**src/rtl/audio_eth_pkg.sv**
```systemverilog
// rtl/audio_eth_pkg.sv - shared constants and FSM encoding for the audio UDP packer
// Purpose: default packet geometry, sync word and the packer state encoding.
// Ports: none (package).
package audio_eth_pkg;

  localparam int          DEF_SAMPLES_PER_PKT = 255;
  localparam logic [15:0] DEF_SYNC_WORD       = 16'hA55A;
  localparam int          DEF_SFIFO_AW        = 4;
  localparam int          HDR_LEN             = 4;

  typedef enum logic [1:0] {
    ST_IDLE = 2'd0,
    ST_HDR  = 2'd1,
    ST_SMP  = 2'd2
  } pkt_state_t;

endpackage

```
**src/rtl/audio_sample_fifo.sv**
```systemverilog
// rtl/audio_sample_fifo.sv - synchronous stereo sample FIFO
// Purpose: buffers {L,R} sample words between capture and byte emission.
// Ports: clk/rst (sync, active-high); wr_en/wr_data push side;
//        rd_en pop strobe, rd_data head word (show-ahead), full/empty flags.
module audio_sample_fifo #(
  parameter int AW = 4,
  parameter int DW = 32
) (
  input  logic          clk,
  input  logic          rst,
  input  logic          wr_en,
  input  logic [DW-1:0] wr_data,
  input  logic          rd_en,
  output logic [DW-1:0] rd_data,
  output logic          full,
  output logic          empty
);

  localparam int DEPTH = 1 << AW;

  logic [DW-1:0] mem_q [DEPTH];
  logic [AW-1:0] wr_ptr_q, wr_ptr_d;
  logic [AW-1:0] rd_ptr_q, rd_ptr_d;
  logic [AW:0]   count_q, count_d;
  logic          do_wr, do_rd;

  // A pushed word becomes visible on rd_data one cycle after the push,
  // once count_q has moved off zero.
  assign empty   = (count_q == '0);
  assign full    = (count_q == (AW+1)'(DEPTH));
  assign rd_data = mem_q[rd_ptr_q];

  always_comb begin
    do_rd    = rd_en && !empty;
    // A pop in the same cycle frees a slot, so a push at full is accepted.
    do_wr    = wr_en && (!full || do_rd);
    wr_ptr_d = do_wr ? wr_ptr_q + 1'b1 : wr_ptr_q;
    rd_ptr_d = do_rd ? rd_ptr_q + 1'b1 : rd_ptr_q;
    count_d  = count_q;
    if (do_wr && !do_rd) begin
      count_d = count_q + 1'b1;
    end else if (do_rd && !do_wr) begin
      count_d = count_q - 1'b1;
    end
  end

  always_ff @(posedge clk) begin
    if (rst) begin
      wr_ptr_q <= '0;
      rd_ptr_q <= '0;
      count_q  <= '0;
    end else begin
      wr_ptr_q <= wr_ptr_d;
      rd_ptr_q <= rd_ptr_d;
      count_q  <= count_d;
    end
  end

  always_ff @(posedge clk) begin
    if (do_wr) begin
      mem_q[wr_ptr_q] <= wr_data;
    end
  end

endmodule

```
**src/rtl/audio_udp_packer.sv**
```systemverilog
// rtl/audio_udp_packer.sv - frames stereo audio samples into fixed UDP payload byte stream
// Purpose: header (sync word + sequence) followed by SAMPLES_PER_PKT big-endian L/R samples.
// Ports: sys_clk, rst (sync, active-high); sample_valid/ldata_in/rdata_in capture;
//        tx_almost_full back-pressure; tx_wr_en/tx_wr_data byte write port;
//        pkt_seq current/last packet number; overflow sticky drop flag; drop_cnt saturating.
module audio_udp_packer
  import audio_eth_pkg::*;
#(
  parameter int          SAMPLES_PER_PKT = DEF_SAMPLES_PER_PKT,
  parameter logic [15:0] SYNC_WORD       = DEF_SYNC_WORD,
  parameter int          SFIFO_AW        = DEF_SFIFO_AW
) (
  input  logic        sys_clk,
  input  logic        rst,
  input  logic        sample_valid,
  input  logic [15:0] ldata_in,
  input  logic [15:0] rdata_in,
  input  logic        tx_almost_full,
  output logic        tx_wr_en,
  output logic [7:0]  tx_wr_data,
  output logic [15:0] pkt_seq,
  output logic        overflow,
  output logic [15:0] drop_cnt
);

  localparam logic [15:0] LAST_SMP  = 16'(SAMPLES_PER_PKT - 1);
  localparam logic [1:0]  LAST_BYTE = 2'(HDR_LEN - 1);

  pkt_state_t  state_q, state_d;
  logic [1:0]  byte_idx_q, byte_idx_d;
  logic [15:0] smp_cnt_q, smp_cnt_d;
  logic [15:0] pkt_seq_q, pkt_seq_d;
  logic [23:0] smp_q, smp_d;
  logic        tx_wr_en_q, tx_wr_en_d;
  logic [7:0]  tx_wr_data_q, tx_wr_data_d;
  logic        overflow_q, overflow_d;
  logic [15:0] drop_cnt_q, drop_cnt_d;

  logic        fifo_rd, fifo_full, fifo_empty, drop;
  logic [31:0] fifo_rdata;

  audio_sample_fifo #(.AW(SFIFO_AW), .DW(32)) u_fifo (
    .clk     (sys_clk),
    .rst     (rst),
    .wr_en   (sample_valid),
    .wr_data ({ldata_in, rdata_in}),
    .rd_en   (fifo_rd),
    .rd_data (fifo_rdata),
    .full    (fifo_full),
    .empty   (fifo_empty)
  );

  assign drop       = sample_valid && fifo_full && !fifo_rd;
  assign tx_wr_en   = tx_wr_en_q;
  assign tx_wr_data = tx_wr_data_q;
  assign pkt_seq    = pkt_seq_q;
  assign overflow   = overflow_q;
  assign drop_cnt   = drop_cnt_q;

  always_comb begin
    state_d      = state_q;
    byte_idx_d   = byte_idx_q;
    smp_cnt_d    = smp_cnt_q;
    pkt_seq_d    = pkt_seq_q;
    smp_d        = smp_q;
    tx_wr_en_d   = 1'b0;
    tx_wr_data_d = tx_wr_data_q;
    fifo_rd      = 1'b0;

    unique case (state_q)
      ST_IDLE: begin
        if (!fifo_empty) begin
          state_d    = ST_HDR;
          byte_idx_d = 2'd0;
          // Emitting the first sync byte straight from IDLE keeps the
          // sample-to-first-byte latency at two cycles.
          if (!tx_almost_full) begin
            tx_wr_en_d   = 1'b1;
            tx_wr_data_d = SYNC_WORD[15:8];
            byte_idx_d   = 2'd1;
          end
        end
      end
      ST_HDR: begin
        if (!tx_almost_full) begin
          tx_wr_en_d = 1'b1;
          byte_idx_d = byte_idx_q + 2'd1;
          case (byte_idx_q)
            2'd0:    tx_wr_data_d = SYNC_WORD[15:8];
            2'd1:    tx_wr_data_d = SYNC_WORD[7:0];
            2'd2:    tx_wr_data_d = pkt_seq_q[15:8];
            default: tx_wr_data_d = pkt_seq_q[7:0];
          endcase
          if (byte_idx_q == LAST_BYTE) begin
            state_d   = ST_SMP;
            smp_cnt_d = '0;
          end
        end
      end
      ST_SMP: begin
        if (!tx_almost_full && (byte_idx_q != 2'd0 || !fifo_empty)) begin
          tx_wr_en_d = 1'b1;
          byte_idx_d = byte_idx_q + 2'd1;
          case (byte_idx_q)
            2'd0: begin
              // Head word is already on rd_data; first byte comes from it
              // directly, the rest is held until the sample is finished.
              fifo_rd      = 1'b1;
              smp_d        = fifo_rdata[23:0];
              tx_wr_data_d = fifo_rdata[31:24];
            end
            2'd1:    tx_wr_data_d = smp_q[23:16];
            2'd2:    tx_wr_data_d = smp_q[15:8];
            default: tx_wr_data_d = smp_q[7:0];
          endcase
          if (byte_idx_q == LAST_BYTE) begin
            if (smp_cnt_q == LAST_SMP) begin
              state_d   = ST_IDLE;
              pkt_seq_d = pkt_seq_q + 16'd1;
            end else begin
              smp_cnt_d = smp_cnt_q + 16'd1;
            end
          end
        end
      end
      default: state_d = ST_IDLE;
    endcase
  end

  always_comb begin
    overflow_d = overflow_q | drop;
    drop_cnt_d = drop_cnt_q;
    if (drop && drop_cnt_q != 16'hFFFF) begin
      drop_cnt_d = drop_cnt_q + 16'd1;
    end
  end

  always_ff @(posedge sys_clk) begin
    if (rst) begin
      state_q      <= ST_IDLE;
      byte_idx_q   <= '0;
      smp_cnt_q    <= '0;
      pkt_seq_q    <= '0;
      smp_q        <= '0;
      tx_wr_en_q   <= 1'b0;
      tx_wr_data_q <= '0;
      overflow_q   <= 1'b0;
      drop_cnt_q   <= '0;
    end else begin
      state_q      <= state_d;
      byte_idx_q   <= byte_idx_d;
      smp_cnt_q    <= smp_cnt_d;
      pkt_seq_q    <= pkt_seq_d;
      smp_q        <= smp_d;
      tx_wr_en_q   <= tx_wr_en_d;
      tx_wr_data_q <= tx_wr_data_d;
      overflow_q   <= overflow_d;
      drop_cnt_q   <= drop_cnt_d;
    end
  end

endmodule

```
**config.mk**
```make
export PLATFORM = sky130hd
export DESIGN_NAME = audio_udp_packer
export DESIGN_NICKNAME = d
export VERILOG_FILES = /design/src/rtl/audio_eth_pkg.sv /design/src/rtl/audio_sample_fifo.sv /design/src/rtl/audio_udp_packer.sv
export SDC_FILE = /design/constraint.sdc
export NUM_CORES = 1
export LEC_CHECK = 0
export ABC_AREA = 1
export CORE_MARGIN = 5
export CORE_UTILIZATION = 40
export CTS_CLUSTER_SIZE = 25
export DETAILED_ROUTE_END_ITERATION = 8
export HOLD_SLACK_MARGIN = 0.15
export PLACE_DENSITY_LB_ADDON = 0.3
export RECOVER_POWER = 25
export SLEW_MARGIN = 15
export SYNTH_ARGS = -nofsm -noshare
export SYNTH_HDL_FRONTEND = slang
export SYNTH_SLANG_ARGS = --single-unit
```
**constraint.sdc**
```tcl
create_clock -name sys_clk -period 4.25 [get_ports sys_clk]
set_input_delay 0.85 -clock sys_clk [delete_from_list [all_inputs] [get_ports sys_clk]]
set_output_delay 0.85 -clock sys_clk [all_outputs]
set_load 0.02 [all_outputs]
```
# Word level (Yosys, flattened, before mapping)
# Memory sizes are Yosys's and may differ from the RTL's. A register that Yosys moved wholly into a read port is not among the register bits.
# Cells that the tools add are included.
# totals
ff_bits	99
ram_bits	512
input_bits	36
output_inout_bits	42
word_cells	105
mem_count	1
# op_classes
n_addsub	8
n_eq_ne	16
mux	38
bitwise_logic	1
reduce_logical	29
# memory_table
memory	depth	word_bits	rd	rd_clocked_by_memory_dff	wr	line_no	text
u_fifo.mem_q	16	32	1	1	1	audio_sample_fifo.sv:21	logic [DW-1:0] mem_q [DEPTH];
# op_table
op	count
16-bit 2-to-1 mux	5
8-bit one-hot mux with 3 select lines	3
16-bit by 1-bit adder with 16-bit output, second input constant	3
8-bit 2-to-1 mux	4
16-bit one-hot mux with 2 select lines	1
2-bit 2-to-1 mux	9
16-bit by 8-bit == test with 1-bit output, second input constant	1
16-bit != test, second input constant	1
2-bit != test, second input constant	8
2-bit one-hot mux with 3 select lines	2
6-bit AND reduction	2
5-bit 2-to-1 mux	2
1-bit 2-to-1 mux	9
4-bit by 1-bit adder with 4-bit output, second input constant	2
1-bit logical AND	8
4-bit 2-to-1 mux	2
4-bit AND reduction	2
2-bit == test, second input constant	3
1-bit logical NOT	6
2-bit nonzero test	3
5-bit by 1-bit adder with 5-bit output, second input constant	1
5-bit == test, second input constant	1
5-bit logical NOT	1
5-bit AND reduction	1
9 further kinds	12

# Depth between registers and ports, before layout
# depth
depth_word	13
depth_mapped	18
ltp_nobuf	18

# Modules after synthesis
# A second synthesis with hierarchy kept.
# hier_totals
hier_cells	2727
area_unflattened_um2	27014.7
# modules_own_cells
module	instances	cells_per_inst	area_per_inst_um2	seq_area_each_um2
audio_sample_fifo	1	1917	21856.0	15715.1
audio_udp_packer	1	810	5158.7	1721.7

# Least setup slack after synthesis
# OpenSTA, ideal clock, no wires.
# synth_timing
path_type	input-to-reg
startpoint	in tx_almost_full
endpoint	mem u_fifo.mem_q[11][0] (enable)
setup_ps	421
arrival_time_ps	2929
required_ps	3829
path_slack_ps	900
stages	7
n_path_buf	0
cell_sequence	inv_1 nand4_4 nand2_1 nand2_1 inv_1 nand3_1 nor2_1
# synth_via
elab_chain_cells	9
# synth_rtl
item	line_no	text
start, declared	audio_udp_packer.sv:18	input logic tx_almost_full,
1-bit logical NOT	audio_udp_packer.sv:101	if (!tx_almost_full && (byte_idx_q != 2'd0 || !fifo_empty)) begin
1-bit logical AND	audio_udp_packer.sv:101	
1-bit 2-to-1 mux	audio_udp_packer.sv:101	
1-bit 2-to-1 mux	audio_udp_packer.sv:70	unique case (state_q)
1-bit logical AND	audio_sample_fifo.sv:34	do_rd = rd_en && !empty;
1-bit logical OR	audio_sample_fifo.sv:36	do_wr = wr_en && (!full || do_rd);
1-bit logical AND	audio_sample_fifo.sv:36	
named net u_fifo.do_wr	audio_sample_fifo.sv:25	logic do_wr, do_rd;
1-bit 2-to-1 mux	audio_sample_fifo.sv:60	if (do_wr) begin
1-bit 2-to-1 mux (not written as such)	audio_sample_fifo.sv:61	mem_q[wr_ptr_q] <= wr_data;
end, declared	audio_sample_fifo.sv:21	
# The timed path passes the listed nets, and every way through them passes these cells.

# Worst setup path after layout
# layout_timing
startpoint	reg byte_idx_q[0]
endpoint	reg u_fifo.count_q[4]
# layout_via
elab_chain_cells	11
elab_cells_between_ends	16
cone_classes	mux (4); reduce/logical (12)
# layout_rtl
item	line_no	text
start, declared	audio_udp_packer.sv:30	logic [1:0] byte_idx_q, byte_idx_d;
start signal, assigned	audio_udp_packer.sv:151	byte_idx_q <= byte_idx_d;
2-bit nonzero test	audio_udp_packer.sv:101	
1-bit logical OR	audio_udp_packer.sv:101	
1-bit logical AND	audio_udp_packer.sv:101	
1-bit 2-to-1 mux (*)	audio_udp_packer.sv:101	
1-bit 2-to-1 mux (*)	audio_udp_packer.sv:70	
1-bit logical AND (*)	audio_sample_fifo.sv:34	
1-bit logical OR (*)	audio_sample_fifo.sv:36	
1-bit logical AND (*)	audio_sample_fifo.sv:36	
named net u_fifo.do_wr	audio_sample_fifo.sv:25	
1-bit logical NOT	audio_sample_fifo.sv:42	end else if (do_rd && !do_wr) begin
1-bit logical AND	audio_sample_fifo.sv:42	
2-bit nonzero test (no source line)	n/a	
end signal, assigned	audio_sample_fifo.sv:55	count_q <= count_d;
end, declared	audio_sample_fifo.sv:24	logic [AW:0] count_q, count_d;
# The timed path passes the listed nets; every way through them passes the cells marked *.
# A chain may end at the register's enable or synchronous reset.

==> flow_summary.rst <==
.. list-table::
   :header-rows: 1

   * - Metric
     - Value
   * - Combined area of the multi-input logic cells
     - 0.00702 mm²
   * - Via count of the first global-routing pass
     - 16800
   * - Number of maximum-capacitance constraint violations
     - 0
   * - Global-route wire length before repair
     - 102000 µm
   * - Compound-gate portion of the synthesized area
     - 12.2%
   * - Post-route cell area
     - 0.0294 mm²
   * - Sum of buffers and inverters on the critical path
     - 3
   * - Quantity of gates resized following cts
     - 0
   * - R2R depth
     - 16
   * - Crit path max-delay family
     - adder cells
   * - Area leader, netlist
     - sky130_fd_sc_hd__edfxtp_1
   * - Number of sinks driven by the clock tree
     - 615
   * - Async S/R FF share, synth
     - 0%
   * - Max IR drop VDD
     - 335 µV
   * - Worst hold path class
     - reg -> reg
   * - Residual DRC
     - 0
   * - Ordered list of cells on the worst path
     - inv_1 -> ha_1 -> nand4_4 -> nand2_1 -> nand2_1 -> inv_1 -> ha_1 -> inv_1 -> fa_1 -> a21o_1 -> a21oi_1 -> nor2_1 -> nor2_1 -> nand2_1 -> o21ai_0 -> a21oi_1
   * - Count of input and output buffers
     - 77
   * - Synth Register Bits
     - 615
   * - Total via count in the routed design
     - 17700
   * - Via-per-instance ratio
     - 5.52
   * - Power Density
     - 482 mW/mm²
   * - EDFF count, synth
     - 512
   * - CP Data Required Time
     - 4.74 ns
   * - Number of top-level design ports
     - 78
   * - Ys flop type
     - sky130_fd_sc_hd__edfxtp_1
   * - Final count of hold timing violations
     - 0
   * - Total Wirelength
     - 66500 µm
   * - Fin crit period
     - 3.05 ns
   * - Result of the run
     - finished, final reports clean
   * - Placed standard-cell area
     - 0.0273 mm²
   * - Half-perimeter wire length of the detailed placement result
     - 38800 µm
   * - DR iter-0 viols
     - 1591
   * - Initial Util
     - 40.5%
   * - Cell area after synthesis
     - 0.0256 mm²
   * - # setup viols final
     - 0
   * - Number of antenna violations at the first check in global routing
     - 0
   * - Adder-cell share of the synthesized area
     - 1.10%
   * - Minimum setup slack after placement
     - 0.635 ns
   * - Arr. time, crit path
     - 3.53 ns
   * - FILL cells
     - 5696
   * - H-Tree Level Count
     - 3
   * - Mean area per synthesized cell
     - 11.3 µm²
   * - Slowest cell on the critical path
     - sky130_fd_sc_hd__ha_1
   * - Post-CTS setup repair buffer count
     - 0
   * - Site row count
     - 92
   * - Total global-route track usage
     - 18.6%
   * - Number of stages on the worst setup path
     - 16
   * - Worst-path fanout max
     - 11
   * - Setup repair after global routing missed its margin
     - false
   * - Height of the chip
     - 263 µm
   * - Grt total ovfl
     - 0
   * - Register Area
     - 0.0174 mm²
   * - Synthesized net count
     - 2316
   * - Area added between synthesis and finish
     - 14.7%
   * - Mux contribution to synthesized area
     - 0%
   * - Ranking of synthesized cells by area
     - sky130_fd_sc_hd__edfxtp_1 (60%), sky130_fd_sc_hd__dfxtp_1 (8.0%), sky130_fd_sc_hd__nor2_1 (4.8%)
   * - Most frequent cells after synthesis
     - sky130_fd_sc_hd__edfxtp_1 (512), sky130_fd_sc_hd__nor2_1 (330), sky130_fd_sc_hd__nand2_1 (257)
   * - Pin count of the biggest net entering global routing
     - 198
   * - Critical Path Start Type
     - register
   * - Layout Nets
     - 2361
   * - Crit-path max cell delay
     - 0.44 ns
   * - Final-layout setup total negative slack
     - 0 ns
   * - Routed wirelength normalized by instance count
     - 20.8 µm
   * - Worst Max-Slew Pin Slew
     - 1.08 ns
   * - Clock latency reported for the late side of the worst-skew pair
     - 0.60 ns
   * - Number of cells on the worst hold path
     - 2
   * - Root Buffer
     - sky130_fd_sc_hd__clkbuf_16
   * - Die Footprint
     - 0.0692 mm²
   * - Number of distinct library cells after synthesis
     - 44
   * - Worst-path clk slew
     - 0.06 ns
   * - Number of slew-limit violations in the final report
     - 0
   * - TritonCTS clock tree
     - yes
   * - Worst setup EP type
     - register
   * - Setup skew after layout
     - 0.0177 ns
   * - Area fraction in and, or, nand and nor cells after synthesis
     - 12.6%
   * - Gate count of the mapped netlist
     - 2258
   * - CTS buffer count
     - 66
   * - Number of warnings printed during yosys synthesis
     - 0
   * - Share of synthesized area occupied by flip-flops and latches
     - 68.0%
   * - Count of hold-fix buffers inserted at cts
     - 0
   * - Fraction of layout cells with a size suffix above 1
     - 6.79%
   * - CP Class
     - reg -> reg
   * - Diodes inserted
     - 0
   * - Most frequent cell after synthesis
     - sky130_fd_sc_hd__edfxtp_1
   * - Post-route worst setup slack
     - 1.20 ns
   * - Global placer's final weighted congestion
     - 0.870
   * - Width of the die
     - 263 µm
   * - Post-synthesis xor/xnor area fraction
     - 1.03%
   * - Placeable core region
     - 0.0633 mm²
   * - Worst-case clock buffer depth
     - 3
   * - Number of iterations in the first detailed-routing pass
     - 7
   * - Main combinational cell family by area after synthesis
     - simple AND/OR/NAND/NOR gates
   * - Fraction of post-synthesis cell area in the top cell type by area
     - 60.0%
   * - Final Cycle Share
     - 71.7%
   * - Static leakage
     - 9.92 nW
   * - Relative max-transition margin
     - 28.0%
   * - Remaining number of nets flagged by the antenna check after routing
     - 0
   * - Fmax achieved
     - 328 MHz
==> placed cells by master, fill, tap and decap left out, drive strengths merged, types with 2 or more instances in the layout <==
master	n
bufinv	4
clkdlybuf4s50	57
o211ai	72
nor3b	3
dfxtp	103
a211oi	2
edfxtp	512
ha	21
buf	36
dlygate4sd3	19
a21oi	75
inv	156
nand2	258
o22ai	34
and3	2
o21ai	262
nor3	29
nand4	9
clkinv	30
clkbuf	89
xor2	25
xnor2	5
a31oi	2
o221ai	64
nor4	8
nor2	333
nand3	135
a221oi	8
==> report_power, final <==
| group | internal, mW | total [mW] | switching, mW |
|---|---|---|---|
| registers | 6.75 | 6.88 | 0.134 |
| clock network | 3.27 | 5.57 | 2.31 |
| logic | 0.495 | 1.71 | 1.21 |
==> stage by stage <==
stage / util (%) / instances / total power, mW / hold slack (ns)
final: 46.4 / 3201 / 14.2 / 0.468
after global routing: 46.4 / 3201 / 14.7 / 0.513
after CTS: 46.4 / 3201 / 14.3 / 0.470
after detailed placement: 43.1 / 3081 / 8.70 / 0.461
after global placement: 43.1 / 3081 / 8.66 / 0.464
after floorplan: - / 2258 / 8.12 / 0.463
==> final cells by class <==
class                      count  share of cell area, %
multi-input combinational   1349                   23.9
clock buffer                  89                   6.20
timing repair buffer         112                   3.97
inverter                     159                   2.05
sequential                   615                   59.4
tap                          846                   3.60
clock inverter                31                  0.949
==> kinds of logic after synthesis <==
family	Yosys count
AO/OA/AOI/OAI	520
XOR/XNOR	30
adder cells (fa/ha/maj)	22
buffers and inverters	294
flip-flops	615
AND/OR/NAND/NOR	777
==> path summary, 6_finish.rpt <==
kind | slack, ns | to | startpoint
max | 1.20 | u_fifo.count_q[4]$_SDFFE_PP0P_ | byte_idx_q[0]$_SDFFE_PP0P_
min | 0.47 | tx_wr_data[6]$_SDFFE_PP0P_ | tx_wr_data[6]$_SDFFE_PP0P_
max reg2reg | 1.20 | u_fifo.count_q[4]$_SDFFE_PP0P_ | byte_idx_q[0]$_SDFFE_PP0P_
min reg2reg | 0.47 | tx_wr_data[6]$_SDFFE_PP0P_ | tx_wr_data[6]$_SDFFE_PP0P_
==> tightest hold or removal path: cells and delay by family, from the launching register on <==
kind / cells / cell delay, ns
DFF: 1 / 0.31
and+or+nand+nor: 1 / 0.06
AOI/OAI and AO/OA: 1 / 0.06
==> sequential cells by signal (all words and copies together), names as in the netlist, 5 cells and up, named ones only <==
signal	flops
smp_q	24
drop_cnt	16
u_fifo.mem_q	512
smp_cnt_q	16
pkt_seq	16
u_fifo.count_q	5
tx_wr_data	8
==> layer usage <==
layer	vias up	GRT usage, %	part of all wire [%]
met5	-	0	0
met4	0	5.95	3.0
met3	106	3.44	6.5
met2	653	30.1	47
met1	8721	25.5	43
li1	8182	-	-
Power figures use the tool's default switching activity.
